<file path="src/rtl/sweep_pkg.sv">
`default_nettype none
// ============================================================================
// Module      : sweep_pkg
// Description : Shared types and constants for the nonce sweep controller.
//               Holds the state encoding, the number of hash words read
//               back per nonce and the 32-bit word type.
// Revision    : 1.0 - initial release
// ============================================================================
package sweep_pkg;

  localparam int HASH_WORDS = 8;

  typedef logic [31:0] word_t;

  typedef enum logic [2:0] {
    IDLE     = 3'd0,
    WR_NONCE = 3'd1,
    KICK     = 3'd2,
    ARM      = 3'd3,
    WAIT     = 3'd4,
    RD_ADDR  = 3'd5,
    RD_CMP   = 3'd6,
    NEXT     = 3'd7
  } state_t;

endpackage : sweep_pkg
`default_nettype wire

</file>
<file path="src/rtl/hash_word_cmp.sv">
`default_nettype none
// ============================================================================
// Module      : hash_word_cmp
// Description : Unsigned compare of one 32-bit hash word against one target
//               word. Purely combinational.
// Ports       : a  - hash word read from memory
//               b  - target word
//               lt - a < b
//               gt - a > b   (both low means equal)
// Revision    : 1.0 - initial release
// ============================================================================
module hash_word_cmp
  import sweep_pkg::*;
(
  input  word_t a,
  input  word_t b,
  output logic  lt,
  output logic  gt
);

  assign lt = (a < b);
  assign gt = (a > b);

endmodule : hash_word_cmp
`default_nettype wire

</file>
<file path="src/rtl/nonce_sweep_ctrl.sv">
`default_nettype none
// ============================================================================
// Module      : nonce_sweep_ctrl
// Description : Bitcoin nonce-search loop around a 20-word SHA-256 core.
//               For each nonce: write it into the header, kick the core,
//               wait for it, read back h0..h7 and compare (MSW first,
//               unsigned) against the target. Stops at the first hash that
//               is strictly below the target or when the range runs out.
// Ports       : clk/reset        - clock, synchronous active-high reset
//               start            - launch a sweep (sampled in IDLE only)
//               header_addr      - word address of header word 0
//               hash_addr        - word address of h0 written by the core
//               nonce_base       - first nonce tried
//               target           - 256-bit threshold, [255:224] vs h0
//               core_start       - one-cycle start pulse to the core
//               core_done        - core idle level
//               core_sel         - core owns the memory port
//               mem_*            - memory port (read data one cycle late)
//               done             - high while idle
//               found            - last sweep hit
//               found_nonce      - winning nonce, else last nonce tried
//               win_hash         - hash of the winning nonce (option only)
// Option      : NONCE_SWEEP_HASH_CAPTURE_EN - always read all eight words,
//               latch the decision at the first differing word and capture
//               the winning hash on win_hash.
// Revision    : 1.0 - initial release
// ============================================================================
module nonce_sweep_ctrl
  import sweep_pkg::*;
#(
  parameter int NUM_OF_WORDS = 20,
  parameter int NONCE_IDX    = 19,
  parameter int NUM_NONCES   = 16
) (
  input  logic         clk,
  input  logic         reset,
  input  logic         start,
  input  logic [15:0]  header_addr,
  input  logic [15:0]  hash_addr,
  input  logic [31:0]  nonce_base,
  input  logic [255:0] target,
  output logic         core_start,
  input  logic         core_done,
  output logic         core_sel,
  output logic         mem_clk,
  output logic         mem_we,
  output logic [15:0]  mem_addr,
  output logic [31:0]  mem_write_data,
  input  logic [31:0]  mem_read_data,
  output logic         done,
  output logic         found,
  output logic [31:0]  found_nonce
`ifdef NONCE_SWEEP_HASH_CAPTURE_EN
  ,
  output logic [255:0] win_hash
`endif
);

  // Keep the nonce inside the header even if the parameters disagree.
  localparam int          NONCE_OFS = (NONCE_IDX < NUM_OF_WORDS) ? NONCE_IDX : NUM_OF_WORDS - 1;
  localparam logic [15:0] LAST_CNT  = 16'(NUM_NONCES - 1);
  localparam logic [2:0]  LAST_WORD = 3'(HASH_WORDS - 1);

  state_t      state;
  state_t      state_nxt;
  word_t       nonce;
  logic [15:0] cnt;
  logic [2:0]  k;

  word_t       tgt_word;
  logic        cmp_lt;
  logic        cmp_gt;
  logic        last_word;
  logic        last_nonce;
  logic        rd_hit;
  logic        rd_next;

  assign mem_clk = clk;

  // Word k of the target, word 0 being the most significant: (7-k)*32.
  assign tgt_word = target[{~k, 5'b00000} +: 32];

  hash_word_cmp u_cmp (
    .a  (mem_read_data),
    .b  (tgt_word),
    .lt (cmp_lt),
    .gt (cmp_gt)
  );

  assign last_word  = (k == LAST_WORD);
  assign last_nonce = (cnt == LAST_CNT);

`ifdef NONCE_SWEEP_HASH_CAPTURE_EN
  logic         decided;
  logic         dec_lt;
  logic [255:0] shadow;
  logic         hit_now;

  // Once a word differs the verdict is frozen; later words only fill shadow.
  assign hit_now = decided ? dec_lt : cmp_lt;
  assign rd_hit  = last_word & hit_now;
  assign rd_next = last_word & ~hit_now;
`else
  // Early exit at the first differing word; full equality is a miss.
  assign rd_hit  = cmp_lt;
  assign rd_next = ~cmp_lt & (cmp_gt | last_word);
`endif

  always_ff @(posedge clk) begin
    if (reset) begin
      state <= IDLE;
    end else begin
      state <= state_nxt;
    end
  end

  always_comb begin
    state_nxt      = state;
    core_start     = 1'b0;
    core_sel       = 1'b0;
    mem_we         = 1'b0;
    mem_addr       = 16'd0;
    mem_write_data = 32'd0;
    done           = 1'b0;
    case (state)
      IDLE: begin
        done = 1'b1;
        if (start) state_nxt = WR_NONCE;
      end
      WR_NONCE: begin
        mem_we         = 1'b1;
        mem_addr       = header_addr + 16'(NONCE_OFS);
        mem_write_data = nonce;
        state_nxt      = KICK;
      end
      KICK: begin
        core_start = 1'b1;
        core_sel   = 1'b1;
        state_nxt  = ARM;
      end
      ARM: begin
        // core_done may still read high here; the core drops it a cycle late.
        core_sel  = 1'b1;
        state_nxt = WAIT;
      end
      WAIT: begin
        core_sel = 1'b1;
        if (core_done) state_nxt = RD_ADDR;
      end
      RD_ADDR: begin
        mem_addr  = hash_addr + {13'd0, k};
        state_nxt = RD_CMP;
      end
      RD_CMP: begin
        if (rd_hit)       state_nxt = IDLE;
        else if (rd_next) state_nxt = NEXT;
        else              state_nxt = RD_ADDR;
      end
      NEXT: begin
        state_nxt = last_nonce ? IDLE : WR_NONCE;
      end
      default: state_nxt = IDLE;
    endcase
  end

  always_ff @(posedge clk) begin
    if (reset) begin
      nonce       <= 32'd0;
      cnt         <= 16'd0;
      k           <= 3'd0;
      found       <= 1'b0;
      found_nonce <= 32'd0;
`ifdef NONCE_SWEEP_HASH_CAPTURE_EN
      decided     <= 1'b0;
      dec_lt      <= 1'b0;
      shadow      <= 256'd0;
      win_hash    <= 256'd0;
`endif
    end else begin
      case (state)
        IDLE: begin
          if (start) begin
            nonce <= nonce_base;
            cnt   <= 16'd0;
            found <= 1'b0;
          end
        end
        WAIT: begin
          if (core_done) begin
            k <= 3'd0;
`ifdef NONCE_SWEEP_HASH_CAPTURE_EN
            decided <= 1'b0;
            dec_lt  <= 1'b0;
`endif
          end
        end
        RD_CMP: begin
          if (rd_hit) begin
            found       <= 1'b1;
            found_nonce <= nonce;
          end else if (!rd_next) begin
            k <= k + 3'd1;
          end
`ifdef NONCE_SWEEP_HASH_CAPTURE_EN
          shadow <= {shadow[223:0], mem_read_data};
          if (!decided && (cmp_lt || cmp_gt)) begin
            decided <= 1'b1;
            dec_lt  <= cmp_lt;
          end
          if (rd_hit) win_hash <= {shadow[223:0], mem_read_data};
`endif
        end
        NEXT: begin
          found_nonce <= nonce;
          if (!last_nonce) begin
            nonce <= nonce + 32'd1;
            cnt   <= cnt + 16'd1;
          end
        end
        default: ;
      endcase
    end
  end

endmodule : nonce_sweep_ctrl
`default_nettype wire

</file>
<file path="config.mk">
export PLATFORM = sky130hd
export DESIGN_NAME = nonce_sweep_ctrl
export DESIGN_NICKNAME = d
export VERILOG_FILES = /design/src/rtl/sweep_pkg.sv /design/src/rtl/hash_word_cmp.sv /design/src/rtl/nonce_sweep_ctrl.sv
export SDC_FILE = /design/constraint.sdc
export NUM_CORES = 1
export LEC_CHECK = 0
export ABC_AREA = 0
export BUFFER_PORTS_ARGS = -buffer_cell sky130_fd_sc_hd__buf_2
export CAP_MARGIN = 20
export CORE_AREA = 2 2 171 173
export DETAILED_ROUTE_END_ITERATION = 8
export DIE_AREA = 0 0 173 175
export PLACE_DENSITY = 0.64
export SETUP_SLACK_MARGIN = 0.2
export SYNTH_ARGS = -nofsm -noshare
export SYNTH_HDL_FRONTEND = slang
export SYNTH_HIERARCHICAL = 1
export SYNTH_SLANG_ARGS = --single-unit
</file>
<file path="constraint.sdc">
create_clock -name clk -period 5.58 [get_ports clk]
set_input_delay 0.558 -clock clk [delete_from_list [all_inputs] [get_ports clk]]
set_output_delay 0.558 -clock clk [all_outputs]
set_load 0.03 [all_outputs]
</file>
Yosys cells after proc, flatten, opt, wreduce, memory -nomap -nowiden
Index checks and enable logic that the tools add are counted.
{"block": "word_totals", "out_inout_bits": 86, "latchBits": 0, "mem_bits_ro": 0, "reg_bits": 87, "mem_bits_rw": 0, "memories": 0, "word_cells": 71}
{"block": "op_classes", "n_div": 0, "bitwise": 4, "eq_ne": 15, "n_mux": 27, "n_reduce_logical": 11, "n_lt_le_gt_ge": 2, "addsub": 5, "shifts": 1, "n_mul": 0}
{"operator": "$shiftx 256x9->32", "count": 1}
{"operator": "$mux 32", "count": 4}
{"operator": "$pmux 32 s2", "count": 2}
{"operator": "$pmux 16 s2", "count": 2}
{"operator": "$add 32x1->32 const B", "count": 1}
{"operator": "$gt 32x32->1", "count": 1}
{"operator": "$lt 32x32->1", "count": 1}
{"operator": "$mux 16", "count": 2}
{"operator": "$pmux 3 s8", "count": 1}
{"operator": "$mux 3", "count": 6}
{"operator": "$add 16x1->16 const B", "count": 1}
{"operator": "$add 16x3->16", "count": 1}
{"operator": "$add 16x5->16 const B", "count": 1}
{"operator": "$eq 16x4->1 const B", "count": 1}
{"operator": "$eq 3x3->1 const B", "count": 5}
{"operator": "$ne 2x2->1 const B", "count": 6}
{"operator": "$reduce_bool 2->1", "count": 4}
{"operator": "$mux 1", "count": 7}
{"operator": "$eq 3x2->1 const B", "count": 2}
{"operator": "$pmux 3 s2", "count": 1}
{"operator": "$reduce_and 3->1", "count": 2}
{"operator": "$reduce_and 2->1", "count": 2}
{"operator": "$reduce_and 4->1", "count": 1}
{"operator": "$add 3x1->3 const B", "count": 1}
{"operator": "other kinds (9)", "count": 9}

Depth between registers and ports, before layout
{"block": "depth", "depth_word": 8, "depth_mapped": 17, "depth_no_buf": 13}

By module
The synthesis kept the hierarchy.
{"module": "nonce_sweep_ctrl", "cells_per_inst": 843, "area_each_um2": 7252.0, "n_inst": 1, "seq_area_each_um2": 1741.7}
{"module": "hash_word_cmp", "cells_per_inst": 114, "area_each_um2": 817.0, "n_inst": 1, "seq_area_each_um2": 0.0}

==> results.json <==
{
  "die_area_um2": 30300,
  "yosysTopAreaCell": "dfxtp_1",
  "rsz0062_at_grt": "no",
  "required_ps": 5880,
  "initial_utilization_pct": 28.4,
  "final_common_cell": "buf_2",
  "layout-drive-gt1-share_pct": 43.7,
  "worstPathCellList": "buf_12 > mux4_2 > mux2_2 > inv_1 > ha_1 > a21oi_1 > o21ai_0 > a221oi_1 > o31a_1 > and2_1 > nor2_1 > or2_2 > nand2_1 > a21oi_1",
  "final_util_pct": 38.5,
  "syn_inst": 957,
  "port_buffers": 441,
  "tightest_slew_ps": 950,
  "gp_congestion": 0.937,
  "rows": 62,
  "final_antenna_net_count": 0,
  "setup_slack_ps": 1160,
  "status": "finished, final reports clean",
  "pre_cts_slack_ps": 1140,
  "grt_pass1_vias": 8984,
  "slowest_stage": "dfxtp_4",
  "ir_worst_vdd_v": 0.000163,
  "synth_edf_count": 0,
  "synth.avg_cell_area_um2": 8.43,
  "final_cell_mix": "buf_2 (441), nand2_1 (121), a21oi_1 (97)",
  "fin_cells": 1747,
  "synthTopCellsByArea": "dfxtp_1 (22%), mux4_2 (18%), ha_1 (6.2%)",
  "p_total_mw": 1.97,
  "vias_per_cell": 5.29,
  "path_buf_inv": 2,
  "io_pins": 442,
  "vias": 9235,
  "drc": 0,
  "finalMaxSlewViolations": 0,
  "finalInstanceArea_um2": 10900,
  "wl_per_cell_um": 20.9,
  "critPathKind": "flip-flop to flip-flop",
  "cts_tree": "yes",
  "placed_area_um2": 10500,
  "arrival_ps": 4720,
  "setup_viol_count_final": 0,
  "crit_top_cell": "a21oi_1",
  "drt_wl_total_um": 36400,
  "grt_usage_pct": 23.6,
  "yosysWarningCount": 6,
  "chipHeight_um": 175,
  "fin_crit_ps": 4420,
  "drv_cap": 0,
  "grt_pass1_wl_um": 54200,
  "postCtsResizedCells": 0,
  "hold_violations": 0,
  "syn_area_um2": 8070,
  "hp-class": "input pin to flip-flop",
  "slew_headroom_pct": 36.7,
  "post_cts_buffers": 0,
  "ys_seq_area_share_pct": 21.6,
  "dr.pass1.iters": 5,
  "final_nets": 1746,
  "synthArstFlopShare_pct": 0,
  "cellLeakagePower_nw": 4.73,
  "grt_max_degree": 79,
  "fin_crit_sh_pct": 79.2,
  "crit_path_end_kind": "flip-flop",
  "postCtsHoldBufs": 0,
  "ys.flop_type": "dfxtp_1",
  "die_w_um": 173,
  "grt_overflow": 0,
  "clk_latency_ps": 460,
  "hpwl_um": 30200,
  "startpoint_type": "flip-flop",
  "slowest_delay_ps": 840,
  "synth_nets": 1354,
  "finalSetupTns_ps": 0,
  "fin_skew_ps": 6.08,
  "ys_seq_elements": 87,
  "whs_ps": 398,
  "cts.clk_slew.worst_paths_ps": 60,
  "dpl.cell_count": 1718,
  "worst-path-max-fanout": 40,
  "area_delta_synth_final_pct": 35.6,
  "critPathTopFamily": "simple AND/OR/NAND/NOR gates",
  "yosysUniqueCellTypes": 69,
  "power_density_nw_per_um2": 180,
  "synth.top_cell.area_share_pct": 21.6,
  "fmaxAchievable_ghz": 0.226,
  "antenna_found_initial": 23,
  "drt_iter0_markers": 765,
  "core_um2": 28400
}
final timing paths:
kind | startpoint | endpoint | slack [ps] | cells after the start
worst min register to register | found_nonce[17] | found_nonce[17] | 450 | 2
worst min-delay path | nonce_base[31] | nonce[31] | 400 | 3
worst max register to register | k[0] | found_nonce[31] | 1160 | 14
worst max-delay path | k[0] | found_nonce[31] | 1160 | 14
synth_stat cells, drive strengths merged, types with 3 or more instances:
| library cell | count |
|---|---|
| a2111oi | 3 |
| a211oi | 11 |
| a21o | 6 |
| a21oi | 100 |
| a221oi | 3 |
| a22oi | 4 |
| a31oi | 9 |
| and2 | 37 |
| and3 | 7 |
| and4 | 8 |
| buf | 30 |
| clkbuf | 46 |
| dfxtp | 87 |
| ha | 40 |
| inv | 44 |
| mux2 | 35 |
| mux4 | 64 |
| nand2 | 121 |
| nand2b | 7 |
| nand3 | 30 |
| nand3b | 5 |
| nand4 | 19 |
| nor2 | 57 |
| nor2b | 4 |
| nor3 | 17 |
| nor3b | 5 |
| nor4 | 5 |
| nor4b | 3 |
| o2111ai | 4 |
| o211ai | 5 |
| o21a | 3 |
| o21ai | 44 |
| o22ai | 6 |
| o31a | 4 |
| o31ai | 7 |
| o32ai | 6 |
| o41ai | 3 |
| or2 | 4 |
| or3 | 12 |
| or4 | 5 |
| xnor2 | 20 |
| xor2 | 9 |
worst register-to-register path, stage by stage, from the launching register on:
cell and delay (ps):
dfxtp_4 840, buf_12 310, mux4_2 520, mux2_2 270, inv_1 50, ha_1 230
a21oi_1 160, o21ai_0 110, a221oi_1 360, o31a_1 220, and2_1 250, nor2_1 110
or2_2 570, nand2_1 180, a21oi_1 90
state kept, by name, summed over array words and instances (netlist names):
name and flops:
nonce 32, k 3, found 1, state 3
cnt 16, found_nonce 32
logic make-up (layout without fill, tap and decap cells):
kind of cell             after synthesis  in the layout  synth area share, %
adder cells (fa/ha/maj)               41             41                 6.45
flip-flops                            87             87                 21.6
AND/OR/NAND/NOR                      350            350                 22.1
AO/OA/AOI/OAI                        229            229                 17.3
buffers and inverters                120            517                 6.37
other                                  0              9                    0
XOR/XNOR                              29             29                 3.15
multiplexers                         101            101                 23.0
routing by layer:
metal | GRT usage [%] | part of all wire, % | wire length (um) | vias to the layer above
met4 | 6.85 | 2.1 | 748 | 10
met1 | 30.4 | 42 | 15400 | 4409
met2 | 38.1 | 46 | 16700 | 421
met5 | 0 | 0.18 | 64 | -
met3 | 6.98 | 9.7 | 3520 | 59
li1 | - | - | - | 4336
power by group:
group          total (mW)  internal (mW)  leakage, nW  switching, mW
Clock               0.746          0.458        0.185          0.288
Combinational       0.531          0.240         3.84          0.290
Sequential          0.695          0.648        0.709         0.0477
Total                1.97           1.35         4.73          0.626
area by class of cell:
class / count / area [um^2]
fill: 2985 / 17500
multi-input combinational: 750 / 5830
timing repair buffer: 453 / 2310
sequential: 87 / 1750
tap: 384 / 480
clock buffer: 16 / 327
inverter: 44 / 165
clock inverter: 4 / 52.6
antenna: 9 / 22.5
Note: power is estimated with default switching activity, not from simulation.
